File: src/rtl/mchan_ipa_arb_pkg.sv
// ----------------------------------------------------------------------------
// Package: mchan_ipa_arb_pkg
// Purpose: Shared types for the MCHAN command arbiter slice.
//   - Field widths of a DMA command (stand-ins for the mchan_ipa_defines values).
//   - mchan_cmd_t : packed command record carried from the core queues to the
//                   2D transfer splitter.
//   - arb_state_e : occupancy state of the arbiter's one-entry output register.
// Ports: none (package).
// ----------------------------------------------------------------------------
package mchan_ipa_arb_pkg;

   localparam int TRANS_SID_WIDTH  = 1;
   localparam int MCHAN_OPC_WIDTH  = 4;
   localparam int MCHAN_LEN_WIDTH  = 16;
   localparam int TWD_COUNT_WIDTH  = 16;
   localparam int TWD_STRIDE_WIDTH = 16;
   localparam int TCDM_ADD_WIDTH   = 12;
   localparam int EXT_ADD_WIDTH    = 29;

   // One DMA command exactly as queued by a core; the arbiter never
   // reinterprets these fields, it only moves them.
   typedef struct packed {
      logic [TRANS_SID_WIDTH-1:0]  sid;
      logic [MCHAN_OPC_WIDTH-1:0]  opc;
      logic [MCHAN_LEN_WIDTH-1:0]  len;
      logic                        inc;
      logic                        twd;
      logic [TWD_COUNT_WIDTH-1:0]  count;
      logic [TWD_STRIDE_WIDTH-1:0] stride;
      logic [TCDM_ADD_WIDTH-1:0]   tcdm_add;
      logic [EXT_ADD_WIDTH-1:0]    ext_add;
   } mchan_cmd_t;

   typedef enum logic {
      ARB_EMPTY = 1'b0,
      ARB_FULL  = 1'b1
   } arb_state_e;

endpackage : mchan_ipa_arb_pkg

File: src/rtl/mchan_cmd_arbiter_ipa_picker.sv
// ----------------------------------------------------------------------------
// Module: mchan_rr_picker_ipa
// Purpose: Combinational round-robin winner search. Returns the first set bit
//          of req_i found by scanning upward from ptr_i+1, wrapping from
//          NB_REQ-1 back to 0.
// Ports:
//   req_i   in  NB_REQ      request mask to search
//   ptr_i   in  SRC_WIDTH   index of the last winner (search starts above it)
//   idx_o   out SRC_WIDTH   index of the winner
//   valid_o out 1           at least one request was set
// ----------------------------------------------------------------------------
module mchan_rr_picker_ipa #(
   parameter int NB_REQ    = 4,
   parameter int SRC_WIDTH = $clog2(NB_REQ)
) (
   input  logic [NB_REQ-1:0]    req_i,
   input  logic [SRC_WIDTH-1:0] ptr_i,
   output logic [SRC_WIDTH-1:0] idx_o,
   output logic                 valid_o
);

   logic [2*NB_REQ-1:0] dblReq;
   logic [2*NB_REQ-1:0] dblMasked;

   // Two copies of the mask side by side turn the wrapping search into a plain
   // lowest-bit search: clearing everything at or below ptr leaves the upper
   // part of the first copy followed by the whole second copy, which is
   // exactly the order ptr+1 .. ptr+NB_REQ. The downward loop makes the
   // lowest surviving bit the last assignment, so it wins.
   always_comb begin
      dblReq    = {req_i, req_i};
      dblMasked = '0;
      valid_o   = 1'b0;
      idx_o     = '0;
      for (int i = 0; i < 2*NB_REQ; i++) begin
         dblMasked[i] = dblReq[i] & (i > int'(ptr_i));
      end
      for (int i = 2*NB_REQ-1; i >= 0; i--) begin
         if (dblMasked[i]) begin
            valid_o = 1'b1;
            idx_o   = SRC_WIDTH'(i % NB_REQ);
         end
      end
   end

endmodule : mchan_rr_picker_ipa

File: src/rtl/mchan_cmd_arbiter_ipa.sv
// ----------------------------------------------------------------------------
// Module: mchan_cmd_arbiter_ipa
// Purpose: Round-robin arbiter sharing one 2D transfer splitter between NB_REQ
//          command queues. One pending command per cycle is granted and
//          latched into a one-entry output register presented on the splitter
//          req/gnt handshake together with the winning requester index.
// Optional feature: `define MCHAN_ARB_PRIO_EN to give requesters flagged in
//          prio_i precedence (round-robin inside that class first, same
//          pointer). Without it prio_i is ignored.
// Ports:
//   clk_i      in  1                  clock
//   rst_ni     in  1                  synchronous reset, active-low
//   req_i      in  NB_REQ             per-requester command valid
//   gnt_o      out NB_REQ             per-requester grant (one-hot or zero)
//   cmd_i      in  NB_REQ x mchan_cmd_t per-requester command
//   prio_i     in  NB_REQ             high-priority flags
//   out_req_o  out 1                  command valid to splitter
//   out_gnt_i  in  1                  splitter accept
//   out_cmd_o  out mchan_cmd_t        latched command
//   out_src_o  out SRC_WIDTH          requester owning out_cmd_o
//   busy_o     out 1                  output register occupied
// ----------------------------------------------------------------------------
module mchan_cmd_arbiter_ipa
   import mchan_ipa_arb_pkg::*;
#(
   parameter  int NB_REQ    = 4,
   localparam int SRC_WIDTH = $clog2(NB_REQ)
) (
   input  logic                 clk_i,
   input  logic                 rst_ni,
   input  logic [NB_REQ-1:0]    req_i,
   output logic [NB_REQ-1:0]    gnt_o,
   input  mchan_cmd_t           cmd_i [NB_REQ],
   input  logic [NB_REQ-1:0]    prio_i,
   output logic                 out_req_o,
   input  logic                 out_gnt_i,
   output mchan_cmd_t           out_cmd_o,
   output logic [SRC_WIDTH-1:0] out_src_o,
   output logic                 busy_o
);

   arb_state_e           state_q;
   logic                 outReq_q;
   mchan_cmd_t           outCmd_q;
   logic [SRC_WIDTH-1:0] outSrc_q;
   logic [SRC_WIDTH-1:0] ptr_q;
   logic [SRC_WIDTH-1:0] ptr_d;

   logic [SRC_WIDTH-1:0] winIdx;
   logic                 winValid;
   logic                 canLoad;
   logic                 grant;

`ifdef MCHAN_ARB_PRIO_EN
   logic [SRC_WIDTH-1:0] prioIdx;
   logic                 prioValid;
   logic [SRC_WIDTH-1:0] normIdx;
   logic                 normValid;

   mchan_rr_picker_ipa #(.NB_REQ(NB_REQ), .SRC_WIDTH(SRC_WIDTH)) prioPicker (
      .req_i   (req_i & prio_i),
      .ptr_i   (ptr_q),
      .idx_o   (prioIdx),
      .valid_o (prioValid)
   );

   mchan_rr_picker_ipa #(.NB_REQ(NB_REQ), .SRC_WIDTH(SRC_WIDTH)) normPicker (
      .req_i   (req_i),
      .ptr_i   (ptr_q),
      .idx_o   (normIdx),
      .valid_o (normValid)
   );

   // High-priority requesters win whenever any of them is pending; both
   // classes advance the same pointer so neither class loses its rotation.
   assign winIdx   = prioValid ? prioIdx : normIdx;
   assign winValid = prioValid | normValid;
`else
   logic unusedPrio;
   assign unusedPrio = ^prio_i;

   mchan_rr_picker_ipa #(.NB_REQ(NB_REQ), .SRC_WIDTH(SRC_WIDTH)) normPicker (
      .req_i   (req_i),
      .ptr_i   (ptr_q),
      .idx_o   (winIdx),
      .valid_o (winValid)
   );
`endif

   // The output slot can take a new command when it is empty or when the
   // splitter is consuming the current one this very cycle, which gives one
   // command per cycle with no bubble.
   assign canLoad = (state_q == ARB_EMPTY) | out_gnt_i;
   assign grant   = canLoad & winValid;
   assign ptr_d   = grant ? winIdx : ptr_q;

   // Grants are combinational so a queue sees acceptance in the same cycle it
   // asks; they are held low during reset so no queue pops a command that the
   // reset is about to throw away.
   always_comb begin
      gnt_o = '0;
      if (rst_ni && grant) begin
         gnt_o[winIdx] = 1'b1;
      end
   end

   // Output slot FSM. A grant always refills the slot (even while the splitter
   // takes the previous command); the slot only empties when the splitter
   // accepts and nothing new is granted. The pointer resets to NB_REQ-1 so the
   // first search starts at requester 0.
   always_ff @(posedge clk_i) begin
      if (!rst_ni) begin
         state_q  <= ARB_EMPTY;
         outReq_q <= 1'b0;
         outCmd_q <= '0;
         outSrc_q <= '0;
         ptr_q    <= SRC_WIDTH'(NB_REQ - 1);
      end else begin
         ptr_q <= ptr_d;
         if (grant) begin
            state_q  <= ARB_FULL;
            outReq_q <= 1'b1;
            outCmd_q <= cmd_i[winIdx];
            outSrc_q <= winIdx;
         end else if ((state_q == ARB_FULL) && out_gnt_i) begin
            state_q  <= ARB_EMPTY;
            outReq_q <= 1'b0;
         end
      end
   end

   assign out_req_o = outReq_q;
   assign busy_o    = outReq_q;
   assign out_cmd_o = outCmd_q;
   assign out_src_o = outSrc_q;

endmodule : mchan_cmd_arbiter_ipa

File: config.mk
export PLATFORM = sky130hd
export DESIGN_NAME = mchan_cmd_arbiter_ipa
export DESIGN_NICKNAME = d
export VERILOG_FILES = /design/src/rtl/mchan_ipa_arb_pkg.sv /design/src/rtl/mchan_cmd_arbiter_ipa_picker.sv /design/src/rtl/mchan_cmd_arbiter_ipa.sv
export SDC_FILE = /design/constraint.sdc
export NUM_CORES = 1
export LEC_CHECK = 0
export ABC_AREA = 0
export BUFFER_PORTS_ARGS = -buffer_cell sky130_fd_sc_hd__buf_2
export CORE_AREA = 8 8 189 191
export CTS_BUF_LIST = sky130_fd_sc_hd__clkbuf_8
export CTS_CLUSTER_SIZE = 16
export DETAILED_ROUTE_END_ITERATION = 7
export DIE_AREA = 0 0 197 199
export GPL_ROUTABILITY_DRIVEN = 0
export GPL_TIMING_DRIVEN = 0
export PLACE_DENSITY_LB_ADDON = 0.2
export SYNTH_ARGS = -nofsm -noshare
export SYNTH_HDL_FRONTEND = slang
export SYNTH_SLANG_ARGS = --single-unit
File: constraint.sdc
create_clock -name clk_i -period 1.9 [get_ports clk_i]
set_input_delay 0.095 -clock clk_i [delete_from_list [all_inputs] [get_ports clk_i]]
set_output_delay 0.095 -clock clk_i [all_outputs]
set_load 0.02 [all_outputs]
### Yosys cells after proc, flatten, opt, wreduce, memory -nomap -nowiden

Cells that the tools add are included.

| word-level totals | value |
|---|---|
| register bits after elaboration | 101 |
| output and inout bits | 104 |
| word-level logic and storage cells | 51 |

| cells by class | value |
|---|---|
| magnitude comparators | 6 |
| multiplexer cells | 22 |
| bitwise gates (word level) | 7 |
| reductions and logical operators | 4 |

Operators with widths:

| cell | number |
|---|---|
| 96-bit binary-select mux with 2-bit select | 1 |
| 96-bit 2-to-1 mux | 2 |
| 2-bit 2-to-1 mux | 7 |
| 1-bit 2-to-1 mux | 10 |
| 1-bit bitwise AND | 4 |
| 2-bit > comparator (first input constant) | 2 |
| 4-bit 2-to-1 mux | 1 |
| 3-bit >= comparator (second input constant) | 1 |
| 1-bit logical AND | 3 |
| 2-bit by 3-bit < comparator with 1-bit output (second input constant) | 1 |
| 2-bit NOT with 3-bit output | 1 |
| 1-bit demux with 2-bit select | 1 |
| 2-bit by 1-bit >= comparator with 1-bit output (second input constant) | 1 |
| 1-bit by 2-bit > comparator with 1-bit output (first input constant) | 1 |
| 2-bit nonzero test | 1 |
| 1-bit NOT | 1 |
| 1-bit bitwise OR | 1 |

### Logic depth before layout (Yosys ltp)

Gate-level depths: netlist of run 1.

| logic depth | value |
|---|---|
| depth after elaboration | 12 |
| depth in mapped cells | 8 |

### Modules after synthesis

From an unflattened synthesis of run 1, not the netlist that was laid out.

| unflattened totals | value |
|---|---|
| cell total of the unflattened synthesis | 372 |
| area, all modules | 5,581.6 sq um |

Modules (own cells, without submodules):

| module | times used | cells each | area an instance (sq um) | sequential area each (sq um) |
|---|---|---|---|---|
| mchan_cmd_arbiter_ipa | 1 | 358 | 5,500.3 | 2,021.9 |
| mchan_rr_picker_ipa | 1 | 14 | 81.3 | 0.0 |

### Least setup slack after synthesis of run 1

No wires, ideal clock.

| timing | value |
|---|---|
| path type | reg2reg |
| start | register ptr_q[1] |
| end | register outCmd_q (netlist bit out_cmd_o[0]) |
| library setup time | 0.126 ns |
| arrival time | 1.576 ns |
| required time | 1.774 ns |
| slack | 0.198 ns |
| stages on the path, launching flop included | 9 |
| buffers on the path | 4 |
| cells stage by stage | dfxtp_1 > buf_2 > nor2_1 > a221o_1 > buf_2 > buf_4 > clkbuf_1 > a32oi_1 > a31oi_1 |

| between the ends | value |
|---|---|
| word-level cells in the longest chain between the ends | 9 |

RTL lines:

| item | RTL line | text |
|---|---|---|
| start: declaration | mchan_cmd_arbiter_ipa.sv:46 | `logic [SRC_WIDTH-1:0] ptr_q;` |
| start signal: assignment | mchan_cmd_arbiter_ipa.sv:117 | `ptr_q <= SRC_WIDTH'(NB_REQ - 1);` |
| start signal: assignment | mchan_cmd_arbiter_ipa.sv:119 | `ptr_q <= ptr_d;` |
| 2-bit > comparator | mchan_cmd_arbiter_ipa_picker.sv:36 | `dblMasked[i] = dblReq[i] & (i > int'(ptr_i));` |
| 1-bit bitwise AND | mchan_cmd_arbiter_ipa_picker.sv:36 |  |
| 2-bit 2-to-1 mux (3 in series) | mchan_cmd_arbiter_ipa_picker.sv:39 | `if (dblMasked[i]) begin` |
| 2-bit NOT with 3-bit output (not written as such) | mchan_cmd_arbiter_ipa.sv:123 | `outCmd_q <= cmd_i[winIdx];` |
| 96-bit binary-select mux with 2-bit select | mchan_cmd_arbiter_ipa.sv:123 |  |
| 96-bit 2-to-1 mux (not written as such) (2 in series) | mchan_cmd_arbiter_ipa.sv:123 |  |
| end signal: assignment | mchan_cmd_arbiter_ipa.sv:123 |  |
| end: declaration | mchan_cmd_arbiter_ipa.sv:44 | `mchan_cmd_t outCmd_q;` |

Parallel ways exist; a longest one is shown, timed or not. The select of a mux whose other input is x is not followed.
A chain may end at the register's enable or synchronous reset.

### Worst setup path in the final report of run 1

| timing | value |
|---|---|
| start | register ptr_q[0] |
| end | output gnt_o[1] |

| between the ends | value |
|---|---|
| word-level cells in the longest chain between the ends | 10 |

RTL lines:

| item | RTL line | text |
|---|---|---|
| 2-bit > comparator | mchan_cmd_arbiter_ipa_picker.sv:36 |  |
| 1-bit bitwise AND | mchan_cmd_arbiter_ipa_picker.sv:36 |  |
| 2-bit 2-to-1 mux (3 in series) | mchan_cmd_arbiter_ipa_picker.sv:39 |  |
| 2-bit by 3-bit < comparator with 1-bit output (not written as such) / 2-bit by 1-bit >= comparator with 1-bit output (equally long branches) | mchan_cmd_arbiter_ipa.sv:103 | `gnt_o[winIdx] = 1'b1;` |
| 1-bit logical AND (not written as such) | mchan_cmd_arbiter_ipa.sv:103 |  |
| 1-bit 2-to-1 mux (not written as such) | mchan_cmd_arbiter_ipa.sv:103 |  |
| 1-bit demux with 2-bit select | mchan_cmd_arbiter_ipa.sv:103 |  |
| 4-bit 2-to-1 mux * | mchan_cmd_arbiter_ipa.sv:102 | `if (rst_ni && grant) begin` |
| end: declaration | mchan_cmd_arbiter_ipa.sv:32 | `output logic [NB_REQ-1:0] gnt_o,` |

Mark *: on every way between the ends. The rest lies on a longest branch, timed or not.

==> key figures, run 1 <==
Status
  – Status: complete, but fails checks
  – Violated checks: setup timing

Timing
  – Worst clock skew: 0.0129 ns
  – Fin. Hold Viols: 0
  – Fmax: about 520 MHz
  – Fin crit period: roughly 1.9 ns
  – Final worst slack: -0.0102 ns
  – Slew HR: 35.5%
  – Final setup viols: 3
  – Min Hold Slack: between 0.02 and 0.025 ns
  – Fin. max-slew vios: 0
  – Least-Margin Pin Slew: 0.968 ns
  – Setup TNS: -0.0212 ns
  – RSZ-0062 raised after global routing: yes
  – Final Cycle Share: 101%

Setup path
  – Reg2reg path depth: 7
  – Setup crit end kind: output pin
  – Critical Path RT: 1.80 ns
  – R2r startpoint: ptr_q[0]$_SDFFE_PN1N_
  – CP startpoint kind: flip-flop
  – Crit-path cells: nand2b_4 -> a311o_1 -> buf_6 -> clkbuf_16 -> nand2_2 -> nor2_1 -> buf_4
  – Peak fanout along the critical path: 6
  – Critical path's slowest cell: dfxtp_4
  – Setup crit end: gnt_o[1]
  – CP arrival: ~1.8 ns
  – CP delay by family, top: buffers and inverters
  – WP buf/inv: 3
  – Setup slack, reg-to-reg: 0.05 ns
  – CP Class: reg -> out
  – Crit path from: ptr_q[0]$_SDFFE_PN1N_
  – RR Endpoint: out_cmd_o[93]$_SDFFE_PN0N_
  – Cell depth of the worst setup path: 7
  – Largest stage delay, worst path: 0.38 ns

Floorplanning
  – Chip width: 197 microns
  – Core Area: 32,900 sq um
  – Die ar.: 39,200 sq um
  – Die height: 199 microns
  – Ports: 499
  – # rows: 67
  – Initial Utilization: 19.0%

Global routing
  – Number of global-route vias before repair: 10,500
  – Overflow after GRT: 0
  – Largest net degree at the start of global routing: 20
  – Overall global routing resource usage: 20.8%
  – Initial antenna violation count: 3
  – First-pass GRT wire length: 62,800 microns

Pwr
  – Maximum vdd drop: around 0.00046 V
  – Leakage: ~5.3 nW
  – Pwr/cell area: 580 nW/um^2

Logic synthesis
  – Synth warnings: 0
  – Mapped Nets: around 1,200
  – Most used DFF post-synth: dfxtp_1
  – Sequential cell area fraction in the yosys report: 32.3%
  – Synth Register Bits: around 100
  – Mean post-synth cell area: around 7.5 sq um
  – EDFF count, synth: 0
  – Asr flop ratio synth: 0%
  – Yosys cell types: 30
  – Post-synthesis cell count: around 840
  – Synthesized area: 6250 sq um

Clocking
  – Total CTS buffers: 9
  – Root buffer cell: clkbuf_8
  – Clock Latency Late Sink: 0.40 ns
  – Clk sinks: between 100 and 150
  – CTS tree: yes
  – Clock Pin Slew Worst Setup and Hold Paths: about 0.12 ns
  – Clock Tree Buf Depth: 2
  – H-tree Lvls: 3

Finish
  – Finished Layout Cells: 2,028
  – # fillers: ~3,500
  – Commonest non-fill, non-tap cells in the layout: 501 x buf_2, 208 x dlygate4sd3_1, 189 x o21ai_0
  – Final non-filler cell area: between 10,000 and 15,000 sq um
  – Final nets: 1,964
  – Layout cells sized above 1: 39.6%
  – Storage cell area: 2030 sq um
  – Layout area overhead: 94.5%
  – Commonest non-fill, non-tap cell in the layout: buf_2
  – Area of the multi-input gates: 3890 sq um

Placement
  – IO Port Bufs: 492
  – Cells after DPL: approximately 1,800
  – DP Area: 9270 sq um
  – Post-DP HPWL: around 32,000 microns

Drt
  – WL/cell: 21.4 microns
  – DR iter-0 viols: 477
  – Detailed Route WL: 43,500 microns
  – Vias: 9,887
  – Residual DRC: 0
  – DRT Pass-1 Iters: 5
  – Via density: slightly below 5
  – Detail Route Antenna Nets: 0

Flow run
  – MaxCap Viol Count: 0

Worst hold path
  – Hold Crit Class: in -> reg
==> worst reg2reg max path: stages, from the launching register on <==
cell and delay, ns:
dfxtp_4 0.38, nand2b_4 0.15, a311o_1 0.32, buf_6 0.16, buf_4 0.20, clkbuf_8 0.20
a32oi_1 0.21, a31oi_1 0.11
==> logic make-up after synthesis <==
group / count (synthesis) / synth area share [%]
AOI/OAI and AO/OA: 497 / 48.4
buffers and inverters: 116 / 7.73
and+or+nand+nor: 122 / 11.5
DFF: 101 / 32.3
==> state kept, by name, indices dropped and copies added, names as in the netlist <==
name	count
ptr_q	2
out_src_o	2
out_cmd_o	96
busy_o	1
==> power breakdown <==
part	internal [mW]	total (mW)	leakage (nW)	switching, mW
registers	2.37	2.49	0.840	0.120
logic	1.41	3.17	4.39	1.76
clock network	0.473	1.39	0.0866	0.915
==> synth_stat cells (all sizes together) (2+ instances only) <==
cell type | number | area (sq um)
o21ai | 196 | 981
dfxtp | 101 | 2020
a21oi | 98 | 494
a31oi | 96 | 601
a32oi | 96 | 841
and2 | 96 | 601
clkbuf | 88 | 330
buf | 24 | 138
nor2 | 8 | 30.0
nand2 | 7 | 26.3
inv | 4 | 15.0
nand2b | 4 | 25.0
nor3 | 3 | 15.0
a211oi | 2 | 20.0
a21boi | 2 | 15.0
and3 | 2 | 12.5
==> per-layer routing <==
metal	global-route usage (%)	part of all wire (%)	routed length, microns
met5	0	0	0
met4	8.58	3.5	1540
met3	5.77	7.2	3140
met2	36.4	49	21300
met1	23.5	40	17400
==> what timing repair did <==
item	CTS	global route
hold buffers	208	0
pin swaps	5	4
endpoints found under the setup margin	100	89
buffers inserted	17	6
resized for setup	89	77
endpoints found under the hold margin	96	0
==> worst min path at each step <==
stage / from / end / slack (ns) / depth (start not counted)
after floorplan: cmd_i[288] / out_cmd_o[0]$_SDFFE_PN0N_ / 0.27 / 2
final: cmd_i[28] / out_cmd_o[28]$_SDFFE_PN0N_ / 0.02 / 3
after CTS: cmd_i[64] / out_cmd_o[64]$_SDFFE_PN0N_ / 0.000006 / 3
after detailed placement: cmd_i[365] / out_cmd_o[77]$_SDFFE_PN0N_ / 0.38 / 3
after global placement: cmd_i[309] / out_cmd_o[21]$_SDFFE_PN0N_ / 0.38 / 3
after global routing: cmd_i[62] / out_cmd_o[62]$_SDFFE_PN0N_ / 0.009 / 3
==> final cells by class <==
cell class	count	share of cell area, %
repair buffers	723	39.2
plain buffers	111	5.88
flip-flops and latches	101	16.7
multi-input cells	619	32.0
clock buffers	9	1.02
well taps	448	4.61
inverters	4	0.124
diodes	6	0.124
clock inverters	7	0.350
==> through the flow <==
stage / utilization [%] / power [mW] / setup slack, ns
floorplan: - / 3.87 / 0.198
global placement: 28.2 / 5.07 / -0.759
detailed placement: 28.2 / 5.07 / -0.800
CTS: 36.4 / 7.01 / -0.104
global route: 37.0 / 7.43 / -0.0825
finish: 37.0 / 7.05 / -0.0102
(Power assumes the default switching activity.)
==> run 2, diff against run 1 <==
SKIP_LAST_GASP = 1   (was default)
==> run 2 against run 1 <==
Against the previous run: the run still ends with setup timing left; critical endpoint unchanged; clock-buffer cell count unchanged; core utilization down 0.091 points; first-iteration DRC count up 0.42%; critical path type unchanged; clock power about the same.
==> key figures, run 2 (synthesis results as in run 1) <==
Drt
  – DR iter-0 viols: 479 (was 477)
  – DRT Pass-1 Iters: 7 (was 5)
  – Detail Route Antenna Nets: 0 (unchanged)
  – Via density: 4.87 (was 4.88)
  – WL/cell: 21.4 microns (about the same)
  – Vias: 9,879 (was 9,887)
  – Detailed Route WL: 43,400 microns (was 43,500 microns)
  – Residual DRC: 0 (unchanged)

Setup path
  – Critical Path RT: 1.80 ns (about the same)
  – CP startpoint kind: flip-flop (unchanged)
  – Crit path from: ptr_q[1]$_SDFFE_PN1N_ (was ptr_q[0]$_SDFFE_PN1N_)
  – CP arrival: 1.82 ns (about the same)
  – R2r startpoint: ptr_q[1]$_SDFFE_PN1N_ (was ptr_q[0]$_SDFFE_PN1N_)
  – Setup slack, reg-to-reg: 0.05 ns (about the same)
  – Critical path's slowest cell: dfxtp_2 (was dfxtp_4)
  – Setup crit end kind: output pin (unchanged)
  – CP Class: reg -> out (unchanged)
  – Crit-path cells: buf_6 -> buf_4 -> a311o_1 -> buf_6 -> clkbuf_16 -> nand2_2 -> nor2_1 -> buf_4 (was nand2b_4 -> a311o_1 -> buf_6 -> clkbuf_16 -> nand2_2 -> nor2_1 -> buf_4)
  – Peak fanout along the critical path: 7 (was 6)
  – Largest stage delay, worst path: 0.34 ns (was 0.38 ns)

Floorplanning
  – Die height: 199 microns (unchanged)
  – Chip width: 197 microns (unchanged)
  – Initial Utilization: 19.0% (unchanged)
  – Core Area: 32,900 sq um (unchanged)
  – Ports: 499 (unchanged)
  – # rows: 67 (unchanged)
  – Die ar.: 39,200 sq um (unchanged)

Pwr
  – Total Power: 7.04 mW (was 7.05 mW)
  – Maximum vdd drop: 0.000456 V (was 0.000459 V)
  – Pwr/cell area: 580 nW/um^2 (about the same)
  – Leakage: 5.31 nW (was 5.32 nW)

Clocking
  – CTS tree: yes (unchanged)
  – Total CTS buffers: 9 (unchanged)
  – Clock Tree Buf Depth: 2 (unchanged)
  – Clk sinks: 101 (unchanged)
  – Root buffer cell: clkbuf_8 (unchanged)
  – Clock Pin Slew Worst Setup and Hold Paths: 0.12 ns (about the same)
  – Clock Latency Late Sink: 0.40 ns (about the same)
  – H-tree Lvls: 3 (unchanged)

Finish
  – Layout cells sized above 1: 39.3% (was 39.6%)
  – Finished Layout Cells: 2,027 (was 2,028)
  – Max FFs per register: 96 (unchanged)
  – Final non-filler cell area: 12,100 sq um (was 12,200 sq um)
  – Area of the multi-input gates: 3870 sq um (was 3890 sq um)
  – # fillers: 3,492 (was 3,491)
  – Commonest non-fill, non-tap cells in the layout: 499 x buf_2, 208 x dlygate4sd3_1, 190 x o21ai_0 (was 501 x buf_2, 208 x dlygate4sd3_1, 189 x o21ai_0)
  – Storage cell area: 2030 sq um (unchanged)
  – Layout area overhead: 94.0% (was 94.5%)
  – Final nets: 1,964 (unchanged)
  – Final Core Density: 36.9% (was 37.0%)
  – Commonest non-fill, non-tap cell in the layout: buf_2 (unchanged)

Timing
  – Least-Margin Pin Slew: 0.955 ns (was 0.968 ns)
  – Final Cycle Share: 101% (about the same)
  – Fin. Hold Viols: 0 (unchanged)
  – Fin. max-slew vios: 0 (unchanged)
  – Final setup viols: 3 (unchanged)
  – Fin crit period: 1.92 ns (was 1.91 ns)
  – Setup TNS: -0.0320 ns (was -0.0212 ns)
  – Fmax: 521 MHz (was 524 MHz)
  – Final worst slack: -0.0179 ns (was -0.0102 ns)
  – Slew HR: 36.3% (was 35.5%)
  – RSZ-0062 raised after global routing: yes (unchanged)
  – Worst clock skew: 0.0132 ns (was 0.0129 ns)

Status
  – Status: complete, but fails checks (unchanged)
  – Violated checks: setup timing (unchanged)

Worst hold path
  – Hold Crit Class: in -> reg (unchanged)
  – HP Start: cmd_i[31] (was cmd_i[28])

Global routing
  – First-pass GRT wire length: 62,800 microns (unchanged)
  – Initial antenna violation count: 3 (unchanged)
  – Number of global-route vias before repair: 10,500 (about the same)
  – Overall global routing resource usage: 20.8% (about the same)
  – Largest net degree at the start of global routing: 20 (unchanged)
  – Overflow after GRT: 0 (unchanged)

Flow run
  – MaxCap Viol Count: 0 (unchanged)

Placement
  – DP Area: 9270 sq um (unchanged)
  – Post-DP HPWL: 32,200 microns (unchanged)
  – Cells after DPL: 1,776 (unchanged)
  – IO Port Bufs: 492 (unchanged)
-- run 2: final timing paths --
kind,endpoint,cells after the start
setup / recovery,gnt_o[1],8
hold / removal,out_cmd_o[31]$_SDFFE_PN0N_,3
setup reg to reg,out_cmd_o[40]$_SDFFE_PN0N_,8
hold reg to reg,out_src_o[1]$_SDFFE_PN0N_,2
-- run 2: stage by stage --
step | worst slack (ns) | hold slack (ns)
2_1_floorplan | 0.198 | 0.268
3_3_place_gp | -0.759 | 0.377
3_5_place_dp | -0.800 | 0.381
4_1_cts | -0.127 | 0.00000613
5_1_grt | -0.0863 | 0.00943
6_report | -0.0179 | 0.0254
-- run 2: metal layers --
layer | vias up | wire (microns) | GRT usage (%)
li1 | 4686 | - | -
met5 | - | 0 | 0
met1 | 4678 | 17300 | 23.5
met2 | 441 | 21500 | 36.5
met4 | 0 | 1450 | 8.39
met3 | 74 | 3180 | 5.77
-- run 2: area by class of cell --
| cell class | count | area share [%] |
|---|---|---|
| clock buffers | 9 | 1.02 |
| diodes | 5 | 0.103 |
| well taps | 448 | 4.62 |
| multi-input cells | 619 | 31.9 |
| repair buffers | 723 | 39.2 |
| inverters | 4 | 0.124 |
| plain buffers | 111 | 5.91 |
| flip-flops and latches | 101 | 16.7 |
| clock inverters | 7 | 0.351 |
-- run 2: power by group --
part           leakage (nW)  internal [mW]  switching, mW  total [mW]
Clock                0.0866          0.473          0.913        1.39
Sequential            0.840           2.37          0.120        2.49
Combinational          4.38           1.41           1.75        3.16
Total                  5.31           4.25           2.79        7.04
-- run 2: timing repair --
| item | in CTS | in global routing |
|---|---|---|
| resized for setup | 78 | 91 |
| pin swaps | 4 | 6 |
| endpoints found under the setup margin | 100 | 90 |
| setup buffers | 17 | 6 |
| endpoints found under the hold margin | 96 | 0 |
| hold buffers | 208 | 0 |
-- run 2: worst max-delay path, delay by kind of cell, from the launching register on --
kind                   cells  cell delay [ns]
flip-flops                 1             0.34
AO/OA/AOI/OAI              1             0.27
AND/OR/NAND/NOR            2             0.09
buffers and inverters      5             0.71
==> run 3, diff against run 2 <==
CORE_AREA = 8 8 190 192   (was 8 8 189 191)
DIE_AREA = 0 0 198 200   (was 0 0 197 199)
SYNTH_HIERARCHICAL = 1   (was default)
==> run 3 against run 2 <==
Against the previous run: the run still ends with setup timing left; critical path depth down 1; non-clock buffer count down 278; combinational power is 3% lower; final area fell by 24%.
==> key figures, run 3 <==
Logic synthesis
  – Mean post-synth cell area: 15.0 sq um (was 7.48 sq um)
  – Yosys cell types: 27 (was 30)
  – Synthesized area: 5580 sq um (was 6250 sq um)
  – Most used DFF post-synth: dfxtp_1 (unchanged)
  – Synth warnings: 6 (was 0)
  – Most common cell in the synthesized netlist: dfxtp_1 (was o21ai_0)
  – Asr flop ratio synth: 0% (unchanged)
  – Sequential cell area fraction in the yosys report: 36.2% (was 32.3%)
  – Yosys top cell area share: 38.7% (was 32.3%)
  – Post-synth top area cell: mux4_2 (was dfxtp_1)
  – Most common library cells after synthesis: 101 x dfxtp_1, 96 x a22o_1, 96 x mux4_2, 21 x clkbuf_1, 11 x buf_2 (was 190 x o21ai_0, 101 x dfxtp_1, 97 x a21oi_1)
  – Mapped Nets: 767 (was 1,231)
  – EDFF count, synth: 0 (unchanged)
  – Synth area leaders: mux4_2 39%, dfxtp_1 36%, a22o_1 15% (was dfxtp_1 32%, o21ai_0 15%, a32oi_1 13%)
  – Synth Register Bits: 101 (unchanged)
  – Post-synthesis cell count: 372 (was 836)

Clocking
  – Clk sinks: 101 (unchanged)
  – CTS tree: yes (unchanged)
  – Clock Tree Buf Depth: 2 (unchanged)
  – Clock Pin Slew Worst Setup and Hold Paths: 0.11 ns (was 0.12 ns)
  – Total CTS buffers: 9 (unchanged)
  – H-tree Lvls: 3 (unchanged)
  – Root buffer cell: clkbuf_8 (unchanged)
  – Clock Latency Late Sink: 0.38 ns (was 0.40 ns)

Floorplanning
  – Die height: 200 microns (was 199 microns)
  – # rows: 67 (unchanged)
  – Die ar.: 39,600 sq um (was 39,200 sq um)
  – Ports: 499 (unchanged)
  – Core Area: 33,100 sq um (was 32,900 sq um)
  – Chip width: 198 microns (was 197 microns)
  – Initial Utilization: 16.9% (was 19.0%)

Finish
  – Final non-filler cell area: 9260 sq um (was 12,100 sq um)
  – Max FFs per register: 96 (unchanged)
  – Commonest non-fill, non-tap cells in the layout: 499 x buf_2, 99 x dfxtp_1, 96 x mux4_2, 96 x a22o_1, 15 x buf_12 (was 499 x buf_2, 208 x dlygate4sd3_1, 190 x o21ai_0)
  – Number of antenna diodes: 0 (was 5)
  – Layout area overhead: 66.0% (was 94.0%)
  – Final nets: 1,290 (was 1,964)
  – Final Core Density: 28.0% (was 36.9%)
  – Layout cells sized above 1: 74.3% (was 39.3%)
  – Commonest non-fill, non-tap cell in the layout: buf_2 (unchanged)

Timing
  – Fmax: 487 MHz (was 521 MHz)
  – Fin. max-slew vios: 0 (unchanged)
  – Worst clock skew: 0.0122 ns (was 0.0132 ns)
  – Least-Margin Pin Slew: 0.825 ns (was 0.955 ns)
  – Fin crit period: 2.05 ns (was 1.92 ns)
  – Final Cycle Share: 108% (was 101%)
  – Final setup viols: 96 (was 3)
  – Fin. Hold Viols: 0 (unchanged)
  – Slew HR: 45.0% (was 36.3%)
  – Final worst slack: -0.152 ns (was -0.0179 ns)
  – RSZ-0062 raised after global routing: yes (unchanged)

Setup path
  – RR Endpoint: out_cmd_o[51]$_SDFFE_PN0P_ (was out_cmd_o[40]$_SDFFE_PN0N_)
  – CP arrival: 2.32 ns (was 1.82 ns)
  – R2r startpoint: ptr_q[1]$_SDFFE_PN1P_ (was ptr_q[1]$_SDFFE_PN1N_)
  – Crit-path cells: mux2i_2 -> o221ai_2 -> buf_4 -> buf_12 -> buf_12 -> mux4_2 -> a22o_1 (was buf_6 -> buf_4 -> a311o_1 -> buf_6 -> clkbuf_16 -> nand2_2 -> nor2_1 -> buf_4)
  – Largest stage delay, worst path: 0.54 ns (was 0.34 ns)
  – CP delay by family, top: multiplexers (was buffers and inverters)
  – CP startpoint kind: flip-flop (unchanged)
  – Setup slack, reg-to-reg: -0.15 ns (was 0.05 ns)
  – Critical Path Most Common Cell: buf_12
  – WP buf/inv: 3 (was 5)
  – Crit path from: ptr_q[1]$_SDFFE_PN1P_ (was ptr_q[1]$_SDFFE_PN1N_)
  – Setup crit end: out_cmd_o[51]$_SDFFE_PN0P_ (was gnt_o[1])
  – Cell depth of the worst setup path: 7 (was 8)
  – CP Class: reg -> reg (was reg -> out)
  – Reg2reg path depth: 7 (was 8)
  – Setup crit end kind: flip-flop (was output pin)
  – Critical Path RT: 2.17 ns (was 1.80 ns)
  – Peak fanout along the critical path: 10 (was 7)
  – Critical path's slowest cell: mux4_2 (was dfxtp_2)

Drt
  – Residual DRC: 0 (unchanged)
  – Vias: 5,842 (was 9,879)
  – DRT Pass-1 Iters: 4 (was 7)
  – Detailed Route WL: 29,800 microns (was 43,400 microns)
  – Via density: 4.34 (was 4.87)
  – WL/cell: 22.1 microns (was 21.4 microns)
  – Detail Route Antenna Nets: 0 (unchanged)
  – DR iter-0 viols: 158 (was 479)

Global routing
  – GRT met1 Usage: 15.6% (was 23.5%)
  – Global-route track usage on met3: 4.78% (was 5.77%)
  – Overflow after GRT: 0 (unchanged)
  – Overall global routing resource usage: 13.9% (was 20.8%)
  – Largest net degree at the start of global routing: 17 (was 20)
  – Global routing's busiest layer: met2 (unchanged)
  – Number of global-route vias before repair: 6,540 (was 10,500)
  – Met2 usage: 24.9% (was 36.5%)
  – First-pass GRT wire length: 41,100 microns (was 62,800 microns)
  – Initial antenna violation count: 1 (was 3)

Pwr
  – Pwr/cell area: 766 nW/um^2 (was 580 nW/um^2)
  – Leakage: 4.46 nW (was 5.31 nW)
  – Maximum vdd drop: 0.000240 V (was 0.000456 V)

Worst hold path
  – Hold Crit Class: in -> reg (unchanged)

Placement
  – Post-DP HPWL: 24,400 microns (was 32,200 microns)
  – DP Area: 8610 sq um (was 9270 sq um)
  – Setup WS pre-CTS: -0.552 ns (was -0.800 ns)
  – IO Port Bufs: 494 (was 492)

Status
  – Violated checks: setup timing (unchanged)
  – Status: complete, but fails checks (unchanged)

Flow run
  – MaxCap Viol Count: 0 (unchanged)
==> run 3: cell types whose count changed in the layout (fill, tap and decap cells not counted), sizes merged, moves of 58 or more <==
cell | before | now
a31oi | 96 | 1
and2 | 96 | 0
clkbuf | 87 | 29
a22o | 0 | 96
a32oi | 96 | 0
mux4 | 0 | 96
a21oi | 98 | 3
dlygate4sd3 | 208 | 1
o21ai | 196 | 4
==> run 3: stage by stage <==
step                total power [mW]  cells  setup TNS (ns)  hold WS, ns
CTS                             7.20   1342           -8.55       0.0479
finish                          7.10   1347           -7.86       0.0791
detailed placement              5.43   1314          -40.22        0.338
global placement                5.43   1314          -38.38        0.344
floorplan                       4.32    372               0        0.167
global route                    7.54   1347          -16.36       0.0750
==> run 3: layer usage <==
layer | wire [microns] | part of all wire [%] | vias to the layer above
li1 | - | - | 2647
met1 | 11300 | 38 | 2837
met2 | 15300 | 51 | 335
met3 | 2760 | 9.3 | 21
met4 | 493 | 1.7 | 2
met5 | 12 | 0.040 | -
==> run 3: worst min path at each step <==
stage / cells past startpoint / startpoint / end / slack, ns
2_1_floorplan: 1 / rst_ni / ptr_q[0]$_SDFFE_PN1P_ / 0.17
3_3_place_gp: 2 / rst_ni / ptr_q[1]$_SDFFE_PN1P_ / 0.34
3_5_place_dp: 2 / rst_ni / ptr_q[1]$_SDFFE_PN1P_ / 0.34
4_1_cts: 3 / out_gnt_i / busy_o$_SDFFE_PN0P_ / 0.05
5_1_grt: 3 / out_gnt_i / busy_o$_SDFFE_PN0P_ / 0.08
6_report: 3 / out_gnt_i / busy_o$_SDFFE_PN0P_ / 0.08
==> run 3: what timing repair did <==
action,in CTS,in global routing
pin swaps,3,1
buffers inserted,8,5
setup endpoints to repair,101,100
cloned,4,3
gates resized for setup,39,20
hold buffers,1,0
hold endpoints to repair,5,0
==> run 3: worst reg2reg max path, delay by kind of cell, from the launching register on <==
family | cells | cell delay [ns]
muxes | 2 | 0.69
buffers and inverters | 3 | 0.50
DFF | 1 | 0.39
AOI/OAI and AO/OA | 2 | 0.36
==> run 3: report_power, final <==
group	internal, mW	total [mW]	switching (mW)
clock	0.608	1.47	0.866
sequential	2.40	2.54	0.145
combinational	1.66	3.08	1.42
==> run 3: kinds of logic (layout without fill, tap and decap cells) <==
family | count (synthesis) | count (layout) | share of synthesized area, %
compound gates | 109 | 109 | 16.7
simple gates | 19 | 19 | 1.95
mux | 97 | 97 | 38.9
buf+inv | 46 | 573 | 6.23
flops | 101 | 101 | 36.2
==> run 3: cell type report <==
type | count | area [sq um]
Buffer | 44 | 424
Clock buffer | 9 | 124
Clock inverter | 6 | 63.8
Fill cell | 3523 | 23800
Inverter | 2 | 7.51
Multi-Input combinational cell | 225 | 3250
Sequential cell | 101 | 2030
Tap cell | 448 | 561
Timing Repair Buffer | 512 | 2800
